--- src/rtl/sensor_log_mem.sv ---
// Multi-channel sensor sample logger: per-channel circular buffers of {timestamp, ADC} records,
// with newest-first MSB-first serial readout advanced by membitclk rising edges.
module sensor_log_mem #(
    parameter int CHANNELS = 3,
    parameter int ADC_W    = 8,
    parameter int TS_W     = 8,
    parameter int DEPTH    = 8,
    parameter int PTR_W    = $clog2(DEPTH),
    parameter int CNT_W    = $clog2(DEPTH + 1),
    parameter int CH_W     = (CHANNELS > 1) ? $clog2(CHANNELS) : 1
) (
    input  logic                      clk,
    input  logic                      reset,
    input  logic                      ADC_data_ready,
    input  logic [ADC_W-1:0]          ADC_data,
    input  logic [CHANNELS-1:0]       senscode,
    input  logic [TS_W-1:0]           sensor_time_stamp,
    input  logic                      log_clear,
    input  logic                      rd_start,
    input  logic [CH_W-1:0]           rd_channel,
    input  logic [CNT_W-1:0]          rd_count,
    input  logic                      membitclk,
    output logic                      membitsrc,
    output logic                      memdatadone,
    output logic                      rd_busy,
    output logic [CHANNELS*CNT_W-1:0] fill_level,
    output logic [CHANNELS-1:0]       overflow
);

    localparam int REC_W = TS_W + ADC_W;
    localparam int BC_W  = $clog2(REC_W);

    typedef enum logic [1:0] {IDLE, LOAD, SHIFT, DONE} state_e;

    state_e             state_q, state_d;
    logic [REC_W-1:0]   mem_q [CHANNELS][DEPTH];
    logic [PTR_W-1:0]   wr_ptr_q [CHANNELS];
    logic [CNT_W-1:0]   fill_q [CHANNELS];
    logic [CHANNELS-1:0] ovf_q;
    logic               mbc_q, mbc_prev_q;
    logic [CH_W-1:0]    ch_q, ch_d;
    logic [CNT_W-1:0]   n_q, n_d;
    logic [PTR_W-1:0]   idx_q, idx_d;
    logic [BC_W-1:0]    bitcnt_q, bitcnt_d;
    logic [REC_W-1:0]   shreg_q, shreg_d;
    logic               done_q, done_d;

    logic [CNT_W-1:0]   sel_fill, req_n;
    logic [PTR_W-1:0]   sel_wptr;
    logic [REC_W-1:0]   rec_rd;
    logic               advance;

    always_ff @(posedge clk or posedge reset) begin
        if (reset) begin
            for (int unsigned c = 0; c < CHANNELS; c++) begin
                wr_ptr_q[c] <= '0;
                fill_q[c]   <= '0;
            end
            ovf_q <= '0;
        end else if (log_clear) begin
            for (int unsigned c = 0; c < CHANNELS; c++) begin
                wr_ptr_q[c] <= '0;
                fill_q[c]   <= '0;
            end
            ovf_q <= '0;
        end else if (ADC_data_ready) begin
            for (int unsigned c = 0; c < CHANNELS; c++) begin
                if (senscode[c]) begin
                    wr_ptr_q[c] <= wr_ptr_q[c] + PTR_W'(1);
                    if (fill_q[c] != CNT_W'(DEPTH)) fill_q[c] <= fill_q[c] + CNT_W'(1);
                    else                             ovf_q[c]  <= 1'b1;
                end
            end
        end
    end

    // Record storage carries no reset; its contents are only meaningful below the fill count.
    always_ff @(posedge clk) begin
        if (ADC_data_ready && !log_clear) begin
            for (int unsigned c = 0; c < CHANNELS; c++) begin
                if (senscode[c]) mem_q[c][wr_ptr_q[c]] <= {sensor_time_stamp, ADC_data};
            end
        end
    end

    // Out-of-range rd_channel matches no channel, so it reads as an empty channel.
    always_comb begin
        sel_fill = '0;
        sel_wptr = '0;
        for (int unsigned c = 0; c < CHANNELS; c++) begin
            if (rd_channel == CH_W'(c)) begin
                sel_fill = fill_q[c];
                sel_wptr = wr_ptr_q[c];
            end
        end
    end

    always_comb begin
        rec_rd = '0;
        for (int unsigned c = 0; c < CHANNELS; c++) begin
            if (ch_q == CH_W'(c)) rec_rd = mem_q[c][idx_q];
        end
    end

    assign req_n   = (rd_count < sel_fill) ? rd_count : sel_fill;
    assign advance = mbc_q & ~mbc_prev_q;

    always_ff @(posedge clk or posedge reset) begin
        if (reset) begin
            state_q    <= IDLE;
            mbc_q      <= 1'b0;
            mbc_prev_q <= 1'b0;
            ch_q       <= '0;
            n_q        <= '0;
            idx_q      <= '0;
            bitcnt_q   <= '0;
            shreg_q    <= '0;
            done_q     <= 1'b0;
        end else begin
            state_q    <= state_d;
            mbc_q      <= membitclk;
            mbc_prev_q <= mbc_q;
            ch_q       <= ch_d;
            n_q        <= n_d;
            idx_q      <= idx_d;
            bitcnt_q   <= bitcnt_d;
            shreg_q    <= shreg_d;
            done_q     <= done_d;
        end
    end

    always_comb begin
        state_d  = state_q;
        ch_d     = ch_q;
        n_d      = n_q;
        idx_d    = idx_q;
        bitcnt_d = bitcnt_q;
        shreg_d  = shreg_q;
        done_d   = done_q;
        case (state_q)
            IDLE: begin
                if (rd_start && !log_clear) begin
                    ch_d    = rd_channel;
                    n_d     = req_n;
                    idx_d   = sel_wptr - PTR_W'(1);
                    shreg_d = '0;
                    if (req_n == '0) begin
                        state_d = DONE;
                        done_d  = 1'b1;
                    end else begin
                        state_d = LOAD;
                        done_d  = 1'b0;
                    end
                end
            end
            LOAD: begin
                shreg_d  = rec_rd;
                bitcnt_d = BC_W'(REC_W - 1);
                state_d  = SHIFT;
            end
            SHIFT: begin
                if (advance) begin
                    if (bitcnt_q != '0) begin
                        shreg_d  = shreg_q << 1;
                        bitcnt_d = bitcnt_q - BC_W'(1);
                    end else begin
                        n_d   = n_q - CNT_W'(1);
                        idx_d = idx_q - PTR_W'(1);
                        if (n_q == CNT_W'(1)) begin
                            state_d = DONE;
                            done_d  = 1'b1;
                            shreg_d = '0;
                        end else begin
                            state_d = LOAD;
                        end
                    end
                end
            end
            DONE: begin
                state_d = IDLE;
                done_d  = 1'b1;
            end
            default: state_d = IDLE;
        endcase
        // Clearing the log abandons an in-flight readout but still signals completion.
        if (log_clear && (state_q == LOAD || state_q == SHIFT)) begin
            state_d = IDLE;
            done_d  = 1'b1;
            shreg_d = '0;
        end
    end

    assign membitsrc   = shreg_q[REC_W-1];
    assign memdatadone = done_q;
    assign rd_busy     = (state_q == LOAD) || (state_q == SHIFT);
    assign overflow    = ovf_q;

    always_comb begin
        fill_level = '0;
        for (int unsigned c = 0; c < CHANNELS; c++) fill_level[c*CNT_W +: CNT_W] = fill_q[c];
    end

endmodule
--- config.mk ---
export PLATFORM = sky130hd
export DESIGN_NAME = sensor_log_mem
export DESIGN_NICKNAME = d
export VERILOG_FILES = /design/src/rtl/sensor_log_mem.sv
export SDC_FILE = /design/constraint.sdc
export NUM_CORES = 1
export LEC_CHECK = 0
export ABC_AREA = 1
export CELL_PAD_IN_SITES_DETAIL_PLACEMENT = 1
export CELL_PAD_IN_SITES_GLOBAL_PLACEMENT = 1
export CORE_MARGIN = 4
export CORE_UTILIZATION = 35
export DETAILED_ROUTE_END_ITERATION = 16
export GPL_TIMING_DRIVEN = 0
export PLACE_DENSITY_LB_ADDON = 0.1
export SYNTH_ARGS = -nofsm -noshare
export SYNTH_HDL_FRONTEND = slang
export SYNTH_SLANG_ARGS = --single-unit
--- constraint.sdc ---
create_clock -name clk -period 2.6 [get_ports clk]
set_clock_uncertainty 0.2 [all_clocks]
set_input_delay 0.39 -clock clk [delete_from_list [all_inputs] [get_ports clk]]
set_output_delay 0.39 -clock clk [all_outputs]
set_load 0.03 [all_outputs]
After elaboration in Yosys (flattened, before gate mapping)
Memories as Yosys holds them, arrays and structs flattened.
Index checks and enable logic that the tools add are counted.
W data, S select, Z words.
- bits in registers: 58
- bits in latches: 0
- output and inout port bits: 18
- word-level logic and storage cells: 191
- bits in read-only memories: 0
- RAM bits: 384
- memories: 1
- input bits: 31
- $add $sub $neg: 10
- multipliers: 0
- magnitude comparators: 8
- muxes and demuxes: 86
- reductions and logical operators: 39
- bitwise logic cells: 6
- div/mod/pow operators: 0
- shift-type cells: 0
- equal/unequal tests: 23
- memory list (memory ; depth ; bits a word ; read ports ; clocked after memory_dff ; write ports ; RTL line ; text):
    mem_q ; 3 ; 128 ; 3 ; 0 ; 3 ; 36 ; logic [REC_W-1:0] mem_q [CHANNELS][DEPTH];
- operator list (operator ; number):
    $mux W128 ; 3
    $mux W16 ; 17
    $bmux W16 S3 ; 3
    $demux W16 S3 ; 3
    $mux W4 ; 15
    $pmux W16 S3 ; 1
    $mux W3 ; 11
    $mux W12 ; 2
    $reduce_and A3 Y1 ; 8
    $mux W1 ; 18
    $mux W9 ; 2
    $reduce_bool A2 Y1 ; 9
    $ge A4 B4 Y1 const B ; 4
    $not A3 Y4 ; 4
    $pmux W4 S2 ; 2
    $ne A2 B2 Y1 const B ; 7
    $add A4 B1 Y4 const B ; 3
    $lt A4 B1 Y1 const B ; 3
    $mux W2 ; 6
    $ne A4 B4 Y1 const B ; 3
    $reduce_bool A4 Y1 ; 3
    $add A3 B1 Y3 const B ; 3
    $ne A3 B2 Y1 const B ; 3
    $eq A2 B2 Y1 const B ; 4
    other kinds (20) ; 35

Logic depth before layout (Yosys ltp)
Gate-level depths: netlist (run 1).
- word-level depth: 11
- depth in mapped cells: 17
- gate-level depth less buffers: 17

Worst setup path after synthesis (run 1)
No wires, ideal clock.
- path type: input to register
- start: input port log_clear
- end: memory mem_q[0][272] in the netlist's numbering, enable pin
- setup time: 409 ps
- setup slack: -67 ps
- buffers on the path: 1
- data required time: 1991 ps
- arrival: 2057 ps
- stages on the path: 4
- cell sequence: buf_2 nor2_1 nand2_1 nor3_1
- RTL lines (item ; RTL line ; text):
    from (decl) ; 18 ; input logic log_clear,
    to (decl) ; 36 ;

==> metrics, run 1 <==
Pre-antenna DRT Iters=5; CP arrival=2640 ps; status=finished clean; CTS max path bufs=3; Syn Inst Count=1,602; vias in the first global route=13,800; Diodes inserted=0; f_max=0.392 GHz; via count=13,300; commonest non-fill, non-tap cell in the layout=edfxtp_1; mean area per synthesized cell=11.6 sq um; Fill cells=5,624; most used routing layer=met2; post-synth top area cell=edfxtp_1; initial antenna violation count=2; CTS tree=yes; Die X=238 um; GRT overflow=0; post-placement cell count=2,363; Slew Limit Fails=0; static leakage=approximately 0.0082 uW; crit path launch=log_clear; number of routed nets with antenna violations=0; clock insertion delay at the later pin of the skew report=610 ps; 1st-iter DRT viols=between 1,000 and 1,500; Routed WL per cell=26.0 um; H-tree depth=2; layout cell share with drive strength beyond 1=0.134; Design Area, Final=22,400 sq um; Worst Max-Slew Pin Slew=approximately 1100 ps; detailed placement HPWL=43.8 mm; Worst Setup Path Type=in -> reg; Port Buffers=48; synthesized area=between 15,000 and 20,000 sq um; first-pass GRT wire length=94.1 mm; post-synth top area share=0.622; Slew headroom=0.251; Clock transition at path regs=~60 ps; Rows=84; starting density of the core=0.353; CTS root buf=clkbuf_16; met3 Use GR=0.0373; pin count of the biggest net entering global routing=35; P per Cell Area=1060 nW/um^2; HP Class=in -> reg; gp weighted congestion=about 0.81; Placed Area=slightly above 20,000 sq um; RSZ-0062 raised after global routing=yes; cts hold-fix bufs=0; #FFs+latches synth=442; final hold vios=0; largest fanout on the critical path=10; fin cells=2,477; final routed DRC violation total=0; Net Count, Synth=1,655; FF+latch area=13,000 sq um; startpoint types=primary input; footprint of the multi-input gates=5070 sq um; worst ir drop on vdd=about 580 uV; RR Startpoint=idx_q[0]; GR Util All Layers=0.226; WP data required=around 2700 ps; I/O Pins=slightly below 50; register area share after synthesis=0.700; Routed WL=64.5 mm; core box area=52,600 sq um; clock sink count=442; fin crit share=0.980; min cycle time layout=2550 ps; max cap viols=0; most frequent cells in the layout=384 x edfxtp_1, 323 x nand2_1, 169 x nor2_1; Area Overhead vs Synth=21.0%; final setup fails=0; Nets=1,801; yosys warns=0; crit end category=register; Global Route met1 Usage=0.309; Die ar.=56,700 sq um; DIE HEIGHT=238 um; GR Layer Usage met2=0.374; hold path startpoint=membitclk; Synth cell types=38; cts bufs inserted=50; Avg Vias per Cell=between 5 and 6; top post-synthesis cells by area=edfxtp_1 62%, dfrtp_1 7.8%, nand2_1 6.6%
[power breakdown]
part           switching, uW  internal (uW)
clock network           2980           3950
logic                   6330           2350
registers                190           7950
total                   9500          14200
[routing by layer]
layer,vias to the layer above,part of all wire
li1,6007,-
met1,6783,0.43
met2,423,0.48
met3,95,0.059
met4,0,0.027
met5,-,0
[Yosys cell counts]
cell type,instances
nor3_1,9
nor3b_1,1
nand4_1,5
a21oi_1,43
ha_1,22
nand2_1,327
xor2_1,5
buf_1,2
nor2_2,1
buf_4,13
a21oi_4,1
a221oi_1,3
nor2_1,195
clkinv_2,1
buf_2,37
a32o_1,4
o21ai_1,38
nand3b_1,1
o21ai_0,115
buf_6,4
o211ai_1,30
o22ai_1,23
o21a_1,3
a311oi_1,1
edfxtp_1,384
inv_2,4
nand3_1,139
a31oi_1,4
inv_1,63
o221ai_1,18
a22oi_1,7
nor3_4,1
and2_1,1
dfrtp_1,58
clkbuf_1,32
nor4_1,1
nand2_2,1
a22o_1,5
[registers in the layout (all words and copies together) (netlist names)]
register,count
bitcnt_q,4
ch_q,2
fill_level,12
idx_q,3
mbc_prev_q,1
mbc_q,1
mem_q,384
memdatadone,1
n_q,4
overflow,3
shreg_q,16
state_q,2
wr_ptr_q,9
[area by class of cell]
class | count | area share
flip-flops and latches | 442 | 0.578
multi-input cells | 1004 | 0.226
clock buffers | 63 | 0.0579
repair buffers | 94 | 0.0537
well taps | 688 | 0.0384
plain buffers | 88 | 0.0222
clock inverters | 30 | 0.0119
inverters | 68 | 0.0114
[what timing repair did]
item,CTS,global route
endpoints found under the hold margin,0,0
setup endpoints to repair,206,247
gates resized for setup,39,35
buffers inserted,3,18
pin swaps,2,8
[path summary, 6_finish.rpt]
check                                 to  slack, ps  depth (start not counted)
min reg2reg                   mbc_prev_q        180                          0
min in group asynchronous         n_q[1]         80                          2
max in group asynchronous    shreg_q[14]       1520                          3
max                        mem_q[0][152]         50                          6
max reg2reg                   shreg_q[7]         50                         11
min                                mbc_q         50                          1
[kinds of logic (layout without fill, tap and decap cells)]
logic type	after synthesis	in the layout	share of synthesized area
simple gates	682	682	0.150
xor+xnor	5	5	0.00236
buf+inv	156	343	0.0384
fa+ha+maj	22	22	0.0148
flops	442	442	0.700
compound gates	295	295	0.0940
[critical path: stages]
cell and delay [ps]:
clkdlybuf4s50_1 630, buf_2 320, nor2_1 370, nand2_1 380
nor2_4 350, buf_8 200
[per-stage QoR]
| step | worst slack [ps] | hold slack (ps) | power, uW | setup TNS [ps] | utilization |
|---|---|---|---|---|---|
| 2_1_floorplan | 341 | 154 | 13000 | 0 | - |
| 3_3_place_gp | -1810 | 162 | 16600 | -649170 | 0.379 |
| 3_5_place_dp | -799 | 170 | 16800 | -239710 | 0.390 |
| 4_1_cts | -140 | 30.5 | 23800 | -4130 | 0.422 |
| 5_1_grt | -48.5 | 44.8 | 24900 | -297 | 0.427 |
| 6_report | 51.5 | 54.3 | 23800 | 0 | 0.427 |
(Power assumes the default switching activity.)
==> run 2, diff against run 1 <==
- ABC_AREA: 1 -> not set
- CELL_PAD_IN_SITES_GLOBAL_PLACEMENT: 1 -> 2
- CORE_MARGIN: 4 -> not set
==> run 2 against run 1 <==
  * Sequential share of layout area rose by 1.7 points
  * Area after synthesis fell by 2.3%
  * Fmax barely moved
  * Final area fell by 2.7%
  * Total power fell by 14%
  * First-iteration DRC count fell by 31%
  * Wire length fell by 30%
  * Global-route usage fell by 5.0 points
  * Clock-buffer cell count rose by 1
  * Synthesized cell count fell by 38%
  * Critical path depth rose by 2
  * Hold slack got worse by 0.87 ps
  * Critical endpoint is now n_q[2]
  * Largest cell class unchanged
==> metrics, run 2 <==
status=finished clean; worst ir drop on vdd=544 uV (-6.4%); Worst Max-Slew Pin Slew=1040 ps (-82.2 ps); Global Route met1 Usage=0.257 (-0.0524); most used routing layer=met2; via count=9,543 (-28%); post-placement cell count=1,734 (-27%); P per Cell Area=940 nW/um^2 (-11%); met3 Use GR=0.0264 (-0.0109); yosys warns=0 (unchanged); fin cells=1,840 (-26%); worst slack, placed=-946 ps (-147 ps); initial antenna violation count=0 (-2); gp weighted congestion=0.759 (-6.6%); Clock transition at path regs=60 ps (about the same); most frequent cells in the layout=384 x edfxtp_1, 86 x mux4_2, 57 x nand2_1; Port Buffers=48 (unchanged); number of routed nets with antenna violations=0 (unchanged); fin crit share=0.980 (about the same); core box area=50,600 sq um (-3.7%); cts bufs inserted=49 (-2.0%); crit end category=register; Largest register FFs=384 (unchanged); final setup fails=0 (unchanged); ys flop type=edfxtp_1; I/O Pins=49 (unchanged); first-pass GRT wire length=68.4 mm (-27%); min cycle time layout=2550 ps (+0.304 ps); mean area per synthesized cell=18.3 sq um (+58%); max cap viols=0 (unchanged); starting density of the core=0.358 (+0.00516); top post-synthesis cells by area=edfxtp_1 64%, mux4_2 11%, dfrtp_1 8.0%; Worst Setup Path Type=reg -> reg; vias in the first global route=10,200 (-26%); post-synth top area cell=edfxtp_1; CP arrival=2810 ps (+170 ps); clock insertion delay at the later pin of the skew report=580 ps (-30 ps); Net Count, Synth=1,041 (-37%); pin count of the biggest net entering global routing=59 (+69%); CTS root buf=clkbuf_16; cts hold-fix bufs=0 (unchanged); Die X=229 um (-3.7%); startpoint types=register; top-count cell post-synth=edfxtp_1; Post-synth EDFFs=384 (unchanged); synthesized area=18,100 sq um (-2.3%); Syn Inst Count=988 (-38%); final routed DRC violation total=0 (unchanged); RSZ-0062 raised after global routing=yes; Avg Vias per Cell=5.19 (-3.5%); final hold vios=0 (unchanged); Die ar.=52,700 sq um (-7.2%); post-synth top area share=0.637 (+0.0149); Commonest cells post-synth=384 x edfxtp_1, 86 x mux4_2, 58 x dfrtp_1; CTS max path bufs=3 (unchanged); Slew headroom=0.306 (+0.0550); WP data required=2860 ps (+160 ps); Area Overhead vs Synth=20.5%; #FFs+latches synth=442 (unchanged); Routed WL per cell=24.6 um (-5.7%); Synth async-reset ratio=0.131 (unchanged); H-tree depth=2 (unchanged); Diodes inserted=0 (unchanged); largest fanout on the critical path=3 (-7); 1st-iter DRT viols=747 (-31%); Synth cell types=61 (+61%); Rows=82 (-2.4%); clock sink count=442 (unchanged); GRT overflow=0 (unchanged); Routed WL=45.2 mm (-30%); detailed placement HPWL=31.2 mm (-29%); Nets=1,184 (-34%); Pre-antenna DRT Iters=4 (-1); DIE HEIGHT=229 um (-3.7%); static leakage=0.00734 uW (-10%); HP Class=in -> reg; GR Layer Usage met2=0.276 (-0.0982); f_max=0.392 GHz (about the same); Slew Limit Fails=0 (unchanged); worst setup margin=51.2 ps (-0.304 ps); Pwr Total=20,500 uW (-14%); layout cell share with drive strength beyond 1=0.270 (+0.136); commonest non-fill, non-tap cell in the layout=edfxtp_1; register area share after synthesis=0.717 (+0.0168); CTS tree=yes; GR Util All Layers=0.176 (-0.0498)
run 2: kinds of logic after synthesis:
family / Yosys count / share of synthesized area
AO/OA/AOI/OAI: 116 / 0.0421
multiplexers: 150 / 0.152
flip-flops: 442 / 0.717
AND/OR/NAND/NOR: 178 / 0.0475
XOR/XNOR: 13 / 0.00629
buffers and inverters: 67 / 0.0201
adder cells (fa/ha/maj): 22 / 0.0152
run 2: layout make-up:
cell class	count	area, sq um
fill	4830	28800
sequential	442	13000
multi-input combinational	479	5030
clock buffer	64	1350
timing repair buffer	93	1000
tap	672	841
buffer	48	332
clock inverter	24	203
inverter	18	70.1
run 2: repair_timing:
item | in CTS | in global routing
gates resized for setup | 29 | 28
endpoints found under the hold margin | 0 | 0
endpoints found under the setup margin | 37 | 61
buffers inserted | 9 | 10
pin swaps | 2 | 5
run 2: power by group:
part	total [uW]	internal, uW	leakage, uW	switching (uW)
logic	5690	2450	0.00238	3240
clock network	6740	3950	0.000759	2790
registers	8080	7930	0.00420	154
total	20500	14300	0.00734	6190
run 2: per-stage QoR:
step | area (sq um) | setup TNS [ps] | util | hold slack (ps)
2_1_floorplan | 18100 | 0 | - | 168
3_3_place_gp | 19500 | -602710 | 0.385 | 192
3_5_place_dp | 19900 | -137290 | 0.394 | 207
4_1_cts | 21600 | 0 | 0.428 | 20.4
5_1_grt | 21800 | -8.23 | 0.432 | 43.1
6_report | 21800 | 0 | 0.432 | 53.4
run 2: per-layer routing:
layer	vias to the layer above	part of all wire
li1	4260	-
met1	5048	0.47
met2	169	0.47
met3	66	0.038
met4	0	0.019
met5	-	0
run 2: worst max-delay path: stages (launching register included):
cell and delay (ps):
dfrtp_2 420, mux2i_4 210, o22ai_4 110, ha_4 290, nor2b_4 40, or4_4 420
o21a_1 220, mux2_2 280, o221a_2 220
run 2: final timing paths:
| kind | startpoint | endpoint | slack (ps) | depth (start not counted) |
|---|---|---|---|---|
| worst max-delay path | fill_level[3] | n_q[2] | 50 | 8 |
| worst min-delay path | membitclk | mbc_q | 50 | 1 |
| worst max register to register | fill_level[3] | n_q[2] | 50 | 8 |
| worst min register to register | mbc_q | mbc_prev_q | 210 | 0 |
| max in group asynchronous | reset | fill_level[1] | 1470 | 2 |
| min in group asynchronous | reset | mbc_q | 120 | 2 |
